## config.mk

```make
export PLATFORM = sky130hd
export DESIGN_NAME = reg_bus_arb
export DESIGN_NICKNAME = d
export VERILOG_FILES = /design/src/rtl/reg_bus_arb.sv
export SDC_FILE = /design/constraint.sdc
export NUM_CORES = 1
export LEC_CHECK = 0
export BUFFER_PORTS_ARGS = -buffer_cell sky130_fd_sc_hd__buf_2
export CAP_MARGIN = 30
export CORE_UTILIZATION = 49
export DETAILED_ROUTE_END_ITERATION = 7
export PLACE_DENSITY = 0.87
export SETUP_SLACK_MARGIN = 0.2
export SLEW_MARGIN = 20
export SYNTH_ARGS = -nofsm -noshare
export SYNTH_HDL_FRONTEND = slang
export SYNTH_SLANG_ARGS = --single-unit
```

## constraint.sdc

```tcl
create_clock -name clk -period 5.15 [get_ports clk]
set_input_delay 1.03 -clock clk [delete_from_list [all_inputs] [get_ports clk]]
set_output_delay 1.03 -clock clk [all_outputs]
set_load 0.005 [all_outputs]
```

## src/rtl/reg_bus_arb.sv

```systemverilog
// reg_bus_arb: round-robin arbiter that sequences NREQ requesters onto one register bus
//   clk, rst_n                      clock, async active-low reset
//   req_valid/req_ready             per-requester handshake (ready one-hot, combinational in IDLE)
//   req_op/req_addr/req_wdata       per-requester op, address and write data (slice i)
//   rsp_valid/rsp_err/rsp_rdata     one-cycle completion pulse to the granted requester
//   reg_op/reg_addr/reg_wdata       register-block bus, reg_rdata returned the cycle after RD
module reg_bus_arb #(
  parameter int NREQ   = 2,
  parameter int DWIDTH = 8,
  parameter int AWIDTH = 8
) (
  input  logic                     clk,
  input  logic                     rst_n,
  input  logic [NREQ-1:0]          req_valid,
  output logic [NREQ-1:0]          req_ready,
  input  logic [NREQ*2-1:0]        req_op,
  input  logic [NREQ*AWIDTH-1:0]   req_addr,
  input  logic [NREQ*DWIDTH-1:0]   req_wdata,
  output logic [NREQ-1:0]          rsp_valid,
  output logic                     rsp_err,
  output logic [DWIDTH-1:0]        rsp_rdata,
  output logic [1:0]               reg_op,
  output logic [AWIDTH-1:0]        reg_addr,
  output logic [DWIDTH-1:0]        reg_wdata,
  input  logic [DWIDTH-1:0]        reg_rdata
);
  localparam int IW = (NREQ > 1) ? $clog2(NREQ) : 1;
  localparam logic [1:0] OP_NOP = 2'b00;
  localparam logic [1:0] OP_RD  = 2'b01;
  localparam logic [1:0] OP_WR  = 2'b10;
  typedef enum logic [1:0] {IDLE, ISSUE, WAIT, RESP} state_t;
  state_t              r_state, w_next;
  logic [IW-1:0]       r_ptr, r_gnt, w_gnt, w_idx;
  logic                w_any, w_acc, w_legal, r_err;
  logic [1:0]          w_op, r_op;
  logic [AWIDTH-1:0]   w_addr, r_addr;
  logic [DWIDTH-1:0]   w_wdata, r_wdata, r_rdata;
  // Scan from the farthest offset down so the nearest valid after r_ptr wins.
  always_comb begin
    w_any   = 1'b0;
    w_gnt   = '0;
    w_idx   = '0;
    for (int k = NREQ; k >= 1; k--) begin
      w_idx = IW'((int'(r_ptr) + k) % NREQ);
      if (req_valid[w_idx]) begin
        w_any = 1'b1;
        w_gnt = w_idx;
      end
    end
    w_op    = OP_NOP;
    w_addr  = '0;
    w_wdata = '0;
    for (int i = 0; i < NREQ; i++) begin
      if (w_gnt == IW'(i)) begin
        w_op    = req_op[2*i +: 2];
        w_addr  = req_addr[i*AWIDTH +: AWIDTH];
        w_wdata = req_wdata[i*DWIDTH +: DWIDTH];
      end
    end
  end
  assign w_acc   = (r_state == IDLE) && w_any;
  assign w_legal = (w_op == OP_RD) || (w_op == OP_WR);
  // rst_n gating keeps ready low while reset is held even if requesters are valid.
  assign req_ready = (w_acc && rst_n) ? NREQ'(1) << w_gnt : '0;
  assign rsp_valid = (r_state == RESP) ? NREQ'(1) << r_gnt : '0;
  assign rsp_err   = (r_state == RESP) && r_err;
  assign rsp_rdata = (r_state == RESP) ? r_rdata : '0;
  assign reg_op    = (r_state == ISSUE) ? r_op : OP_NOP;
  assign reg_addr  = r_addr;
  assign reg_wdata = r_wdata;
  always_ff @(posedge clk or negedge rst_n) begin
    if (!rst_n) r_state <= IDLE;
    else        r_state <= w_next;
  end
  always_comb begin
    w_next = r_state;
    case (r_state)
      IDLE:    if (w_any) w_next = w_legal ? ISSUE : RESP;
      ISSUE:   w_next = (r_op == OP_RD) ? WAIT : RESP;
      WAIT:    w_next = RESP;
      default: w_next = IDLE;
    endcase
  end
  // Bus address/data only load for legal ops so an illegal request leaves the bus untouched.
  always_ff @(posedge clk or negedge rst_n) begin
    if (!rst_n) begin
      r_ptr   <= IW'(NREQ - 1);
      r_gnt   <= '0;
      r_op    <= OP_NOP;
      r_addr  <= '0;
      r_wdata <= '0;
      r_err   <= 1'b0;
      r_rdata <= '0;
    end else begin
      if (w_acc) begin
        r_ptr   <= w_gnt;
        r_gnt   <= w_gnt;
        r_err   <= !w_legal;
        r_rdata <= '0;
        if (w_legal) begin
          r_op    <= w_op;
          r_addr  <= w_addr;
          r_wdata <= w_wdata;
        end
      end
      if (r_state == WAIT) r_rdata <= reg_rdata;
    end
  end
endmodule

```

Word level (Yosys, flattened, before mapping)
Index checks and enable logic that the tools add are counted.
{"block": "totals", "wordCells": 50, "input_bits": 48, "out_inout_bits": 31, "reg_bits": 31}
{"block": "classes", "n_eq_ne": 7, "shifts": 2, "order_cmp": 2, "n_mux": 21, "n_reduce_logical": 8, "add_sub_neg": 2}
{"operator": "$mux W8", "n": 5}
{"operator": "$mux W2", "n": 6}
{"operator": "$mux W1", "n": 9}
{"operator": "$eq A2 B1 Y1 const B", "n": 3}
{"operator": "$eq A2 B2 Y1 const B", "n": 3}
{"operator": "$pmux W2 S3", "n": 1}
{"operator": "$lt A1 B2 Y1 const B", "n": 2}
{"operator": "$shl A1 B1 Y2 const A", "n": 2}
{"operator": "$logic_and A1 B1 Y1", "n": 3}
{"operator": "$add A1 B1 Y1 const B", "n": 2}
{"operator": "$logic_not A2 Y1", "n": 1}
{"operator": "$ne A2 B2 Y1 const B", "n": 1}
{"operator": "$reduce_and A2 Y1", "n": 1}
{"operator": "$reduce_bool A2 Y1", "n": 1}
{"operator": "$logic_not A1 Y1", "n": 1}
{"operator": "$logic_or A1 B1 Y1", "n": 1}

Longest topological paths before layout
Gate-level depths: netlist (run 1).
{"block": "logic_depth", "word_depth": 11, "depth_mapped": 7, "ltp_nobuf": 5}

Worst setup path before layout (run 1)
No wires, ideal clock.
{"block": "synth_timing", "path_type": "in2out", "startpoint": "input port req_valid[1]", "endpoint": "output port req_ready[1]", "required_time_ns": 4.120, "arrival_ns": 1.625, "slack_ns": 2.495, "stages": 3, "n_path_buf": 1, "cell_sequence": "a21boi_4 > buf_2 > and3_1"}
{"block": "synth_between", "elab_chain_len": 7, "elab_cells_between_ends": 12, "classes_between": "1 x shift; 9 x mux; 2 x reduce/logical"}
{"item": "from (decl)", "line_no": "14", "source": "input logic [NREQ-1:0] req_valid,"}
{"item": "$mux W1 (not written as such) (2 in series)", "line_no": "45", "source": "if (req_valid[w_idx]) begin"}
{"item": "$mux W1 (2 in series)", "line_no": "45"}
{"item": "$logic_and A1 B1 Y1", "line_no": "61", "source": "assign w_acc = (r_state == IDLE) && w_any;"}
{"item": "$logic_and A1 B1 Y1", "line_no": "64", "source": "assign req_ready = (w_acc && rst_n) ? NREQ'(1) << w_gnt : '0;"}
{"item": "$mux W2 *", "line_no": "64"}
{"item": "to (decl)", "line_no": "15", "source": "output logic [NREQ-1:0] req_ready,"}
Mark *: on every way between the ends. The rest lies on a longest branch, timed or not. The select of a mux whose other input is x is not followed.

Worst setup path after layout (run 1)
Same ends and word-level chain as after synthesis.

==> run summary, run 1 <==
status - complete, no violations
Pleak - 1.07 nW
Crit Path Max Fanout - 22
CTS Buf Count - 5
delay of the slowest critical-path stage - 0.60 ns
pwr/cell area - 486 mW/mm^2
Area Overhead vs Synth - 28.3%
DR vias - 1364
Syn Nets - 200
First DRT Iteration DRCs - 47
crit path from - req_valid[1]
initial antenna violation count - 0
Vert. Die Dim - 60.0 um
worst hold path cell count - 2
CP top delay family - compound AO/OA/AOI/OAI gates
initial core utilization - 52.6%
gpl congestion - 0.728
CTS tree - yes
CP endpoint kind - output port
worst hold slack - 0.505 ns
Final #Nets - 279
max cap viols - 0
CTS Sinks - 31
H-Tree Depth - 2
critical path launch point type - input pin
register bit total from synthesis - 31
Final Power - 1.03 mW
Final Cycle Share - 60.8%
vias in the first global route - 1252
dpl hpwl - 2450 um
core region area - 0.00313 mm^2
Crit Reg-Reg Startpoint - r_ptr
largest cells by area after synthesis - dfrtp_1 (46%), mux2_2 (22%), and2_1 (4.6%)
aggregate global-route resource usage - 21.3%
hold_buf cts - 0
CP Buf/Inv Count - 2
Rel. slew slack - 52.4%
largest net degree at the start of global routing - 34
Post-CTS Setup Bufs - 0
Root Buffer - clkbuf_4
synthesized area - 0.00165 mm^2
PortBufs - 78
Filler cells - 265
top_reg_cell synth - dfrtp_1
DR DRC count - 0
VDD IR-drop max - 0.275 mV
largest area contributor in the netlist - dfrtp_1
Setup TNS Final - 0 ns
Mean Syn Cell Area - 11.2 um^2
RSZ-0062 raised after global routing - no
Synth cell types - 27
ANT nets after route - 0
first-pass GRT wire length - 5430 um
mean number of vias per cell - 5.03
Clock Latency Late Sink - 0.33 ns
HP Start - r_err
crit path time final - 3.13 ns
Synth Warn # - 0
clk slew on worst S/H paths - 0.09 ns
Arr. time, crit path - 2.10 ns
slowest CP cell - a21boi_4
worst hold path endpoint - r_err
share of the yosys chip area belonging to registers - 47.2%
most frequent cell after synthesis - mux2_2
Final Skew - 0.00454 ns
Slew Viols, Final - 0
r2r endpoint - reg_wdata[1]
Finished Core Util - 67.6%
final global-route overflow total - 0
share of layout cells above drive strength 1 - 52.9%
Wirelength per Cell - 12.2 um
HP Class - register to register
CTS Buffer Depth - 2
drt pass-1 iters - 4
setup violators final - 0
endpoints failing hold - 0
post_cts resized - 0
DP Cell Count - 262
Reg2Reg Setup Slack - 2.96 ns
EDFF count, synth - 0
list of most frequent post-synthesis cells - mux2_2 (32), dfrtp_1 (30), nand2_1 (19)
WL final - 3320 um
io pins - 79
Worst R2R Path Depth - 4
Setup CP Type - input pin to output port
Slew @ Worst Pin - 0.712 ns
die area - 0.00360 mm^2
Max Fclk - 319 MHz
Die Span X - 60.0 um
worst path required time - 4.12 ns
Post-Synthesis Cells - 147
Diodes inserted - 0
worst-path cell chain - buf_2, a21boi_4, and3_1, buf_2
Post-synth ARST share - 100%
Rows - 20
CP dominant cell by count - buf_2
Layout Cells excl Fill - 271
Synth top area share - 45.6%
## worst max-delay path by stage
stage	end	slack, ns	cells past startpoint
floorplan	req_ready[1]	2.49	3
global placement	req_ready[1]	2.02	4
detailed placement	req_ready[1]	2.00	4
CTS	req_ready[1]	2.01	4
global route	req_ready[1]	1.91	4
finish	req_ready[1]	2.02	4
## worst reg2reg max path: cells and delay by family, from the launching register on
family,cells,cell delay [ns]
flops,1,0.40
simple gates,1,0.44
mux,2,0.66
compound gates,1,0.58
## cell usage in the layout, fill, tap and decap left out, types with 2 or more instances in the layout
| master | instances |
|---|---|
| nand2b_1 | 2 |
| mux2i_1 | 3 |
| nor2_1 | 5 |
| dfrtp_1 | 30 |
| clkbuf_1 | 2 |
| clkbuf_4 | 5 |
| o21ai_0 | 9 |
| a22o_1 | 2 |
| and2_1 | 12 |
| buf_2 | 78 |
| a31oi_1 | 2 |
| mux2_2 | 32 |
| nor2b_1 | 2 |
| xor2_1 | 2 |
| inv_1 | 2 |
| a21oi_1 | 4 |
| ha_1 | 5 |
| nand2_1 | 19 |
## kinds of logic after synthesis
group                      Yosys count  synth area share (%)
and+or+nand+nor                     43                  13.1
muxes                               35                  23.7
DFF                                 31                  47.2
AOI/OAI and AO/OA                   22                  8.51
buffers and inverters                9                  2.66
adders and majority gates            5                  3.80
xor gates and xnor gates             2                  1.06
## stage by stage
step                setup WS (ns)  area [um^2]
finish                       2.02         2110
global route                 1.91         2110
CTS                          2.01         2110
detailed placement           2.00         2060
global placement             2.02         2060
floorplan                    2.49         1650
## area by class of cell
class | instances | area, um^2 | area share, %
Clock buffer | 7 | 45.0 | 2.13
Timing Repair Buffer | 79 | 398 | 18.8
Tap cell | 44 | 55.1 | 2.61
Clock inverter | 1 | 5.00 | 0.237
Inverter | 2 | 7.51 | 0.355
Multi-Input combinational cell | 107 | 826 | 39.1
Sequential cell | 31 | 777 | 36.8
## sequential cells by signal (all words and copies together) (netlist names)
register / count
r_err: 1
r_gnt: 1
r_op: 2
r_ptr: 1
r_rdata: 8
r_state: 2
reg_addr: 8
reg_wdata: 8
## metal layers
layer / part of all wire (%) / global-route usage (%) / routed length [um] / up-vias
li1: - / - / - / 666
met1: 43 / 27.0 / 1430 / 629
met2: 48 / 33.7 / 1590 / 64
met3: 7.6 / 7.14 / 253 / 5
met4: 1.4 / 7.97 / 47 / 0
met5: 0 / 0 / 0 / -
## power breakdown
part | internal (mW) | switching, mW | leakage, nW
logic | 0.245 | 0.216 | 0.664
registers | 0.364 | 0.0682 | 0.372
clock network | 0.0531 | 0.0812 | 0.0293
total | 0.662 | 0.365 | 1.07
Power figures use the tool's default switching activity.
==> run 2, diff against run 1 <==
--- a/config.mk
+++ b/config.mk
@@ -7,9 +7,9 @@
 export LEC_CHECK = 0
 export BUFFER_PORTS_ARGS = -buffer_cell sky130_fd_sc_hd__buf_2
 export CAP_MARGIN = 30
-export CORE_UTILIZATION = 49
+export CORE_UTILIZATION = 41
 export DETAILED_ROUTE_END_ITERATION = 7
-export PLACE_DENSITY = 0.87
+export PLACE_DENSITY = 0.78
 export SETUP_SLACK_MARGIN = 0.2
 export SLEW_MARGIN = 20
 export SYNTH_ARGS = -nofsm -noshare
==> constraint.sdc (replaced) <==
create_clock -name clk -period 2.8 [get_ports clk]
set_input_delay 0.56 -clock clk [delete_from_list [all_inputs] [get_ports clk]]
set_output_delay 0.56 -clock clk [all_outputs]
set_load 0.005 [all_outputs]
==> run 2 against run 1 <==
Routed wire length is 3.6% higher. Sequential cell count stayed put. Critical endpoint is now req_ready[0]. Combinational power is 85% higher. Sequential power is 85% higher. Die area is 19% higher.
==> run summary, run 2 (same netlist as run 1, synthesis figures left out) <==
pwr/cell area - 946 mW/mm^2
Final Power - 2.07 mW
CTS Buffer Depth - 2
Setup CP Type - register to output port
combinational power share - 41.2%
Metal-1 WL - 1490 um
initial antenna violation count - 0
CP endpoint kind - output port
Slew @ Worst Pin - 0.511 ns
Final #Nets - 281
endpoints failing hold - 0
DR vias - 1351
Setup TNS Final - 0 ns
H-Tree Depth - 2
Sw Ratio - 32.9%
share of layout cells above drive strength 1 - 53.5%
max cap viols - 0
Arr. time, crit path - 1.74 ns
Finished Core Util - 58.4%
Rows - 22
largest net degree at the start of global routing - 28
met3 wire length - 289 um
DR DRC count - 0
Worst R2R Path Depth - 5
Flop pwr share - 38.8%
mean number of vias per cell - 4.89
Clock power frac - 20.1%
Area Overhead vs Synth - 32.8%
Psw - 680 uW
Rel. slew slack - 66.0%
hold_buf cts - 0
vias in the first global route - 1297
Post-CTS Setup Bufs - 0
Diodes inserted - 0
core region area - 0.00374 mm^2
First DRT Iteration DRCs - 15
uppermost layer routed - met4
CTS Buf Count - 5
Pint - 1.39 mW
VDD IR-drop max - 0.477 mV
Vert. Die Dim - 65.4 um
crit path time final - 2.30 ns
dpl cell area - 0.00208 mm^2
ANT nets after route - 0
PortBufs - 78
final global-route overflow total - 0
io pins - 79
gpl congestion - 0.748
Filler cells - 335
Wirelength per Cell - 12.5 um
Root Buffer - clkbuf_8
post_cts resized - 0
most frequent cells in the layout - buf_2 (78), mux2_2 (32), dfrtp_1 (30), nand2_1 (19), and2_1 (12)
setup violators final - 0
first-pass GRT wire length - 5860 um
die area - 0.00427 mm^2
status - complete, no violations
critical path launch point type - register
RSZ-0062 raised after global routing - no
CTS tree - yes
aggregate global-route resource usage - 18.6%
dpl hpwl - 2610 um
Crit Path Max Fanout - 9
WL final - 3440 um
Pleak - 1.10 nW
Max Fclk - 435 MHz
Die Span X - 65.4 um
drt pass-1 iters - 4
met2 wire length - 1610 um
Finished Cell Area - 0.00219 mm^2
CTS Sinks - 31
Final Skew - 0.00352 ns
Clock Latency Late Sink - 0.28 ns
HP Class - input pin to asynchronous set/reset pin
clk slew on worst S/H paths - 0.06 ns
Final Cycle Share - 82.0%
worst path required time - 2.24 ns
Slew Viols, Final - 0
commonest non-fill, non-tap cell in the layout - buf_2
initial core utilization - 44.0%
==> run 2: stage by stage <==
stage,setup WS [ns],hold slack (ns),instances
after global placement,0.660,0.393,269
final,0.503,0.0951,276
after CTS,0.465,0.0880,276
after detailed placement,0.593,0.397,269
after floorplan,0.936,0.264,147
after global routing,0.281,0.0845,276
==> run 2: area by class of cell <==
| type | instances | area (um^2) | area share, % |
|---|---|---|---|
| tap | 48 | 60.1 | 2.75 |
| clock inverter | 1 | 30.0 | 1.37 |
| clock buffer | 6 | 72.6 | 3.32 |
| timing repair buffer | 81 | 413 | 18.9 |
| sequential | 31 | 777 | 35.5 |
| multi-input combinational | 107 | 826 | 37.8 |
| inverter | 2 | 7.51 | 0.343 |
==> run 2: power by group through the flow <==
stage / clock network (mW) / logic, mW / registers (mW)
after global placement: 0 / 0.839 / 0.802
after global routing: 0.455 / 0.954 / 0.834
after CTS: 0.430 / 0.863 / 0.802
after floorplan: 0 / 0.545 / 0.795
final: 0.415 / 0.851 / 0.801
after detailed placement: 0 / 0.862 / 0.806
==> run 2: path summary, 6_finish.rpt <==
kind                                end  slack [ns]         start
max                        req_ready[0]        0.50    r_state[0]
min                         reg_addr[6]         0.1         rst_n
max reg2reg                 reg_addr[2]        0.80    r_state[0]
min reg2reg                 reg_addr[3]        0.50   reg_addr[3]
max in group asynchronous         r_ptr        2.11         rst_n
min in group clk             r_rdata[5]        0.49  reg_rdata[5]
==> run 2: worst max-delay path: stages (launching register included) <==
cell     delay [ns]
dfrtp_1        0.42
inv_1          0.11
ha_1           0.32
nor2b_1        0.32
nand2_1        0.09
nor2_1         0.09
buf_2          0.11
==> run 2: per-layer routing <==
| metal | vias up | global-route usage [%] |
|---|---|---|
| met3 | 4 | 7.12 |
| met5 | - | 0 |
| met1 | 624 | 22.3 |
| met4 | 0 | 6.52 |
| li1 | 661 | - |
| met2 | 62 | 30.2 |
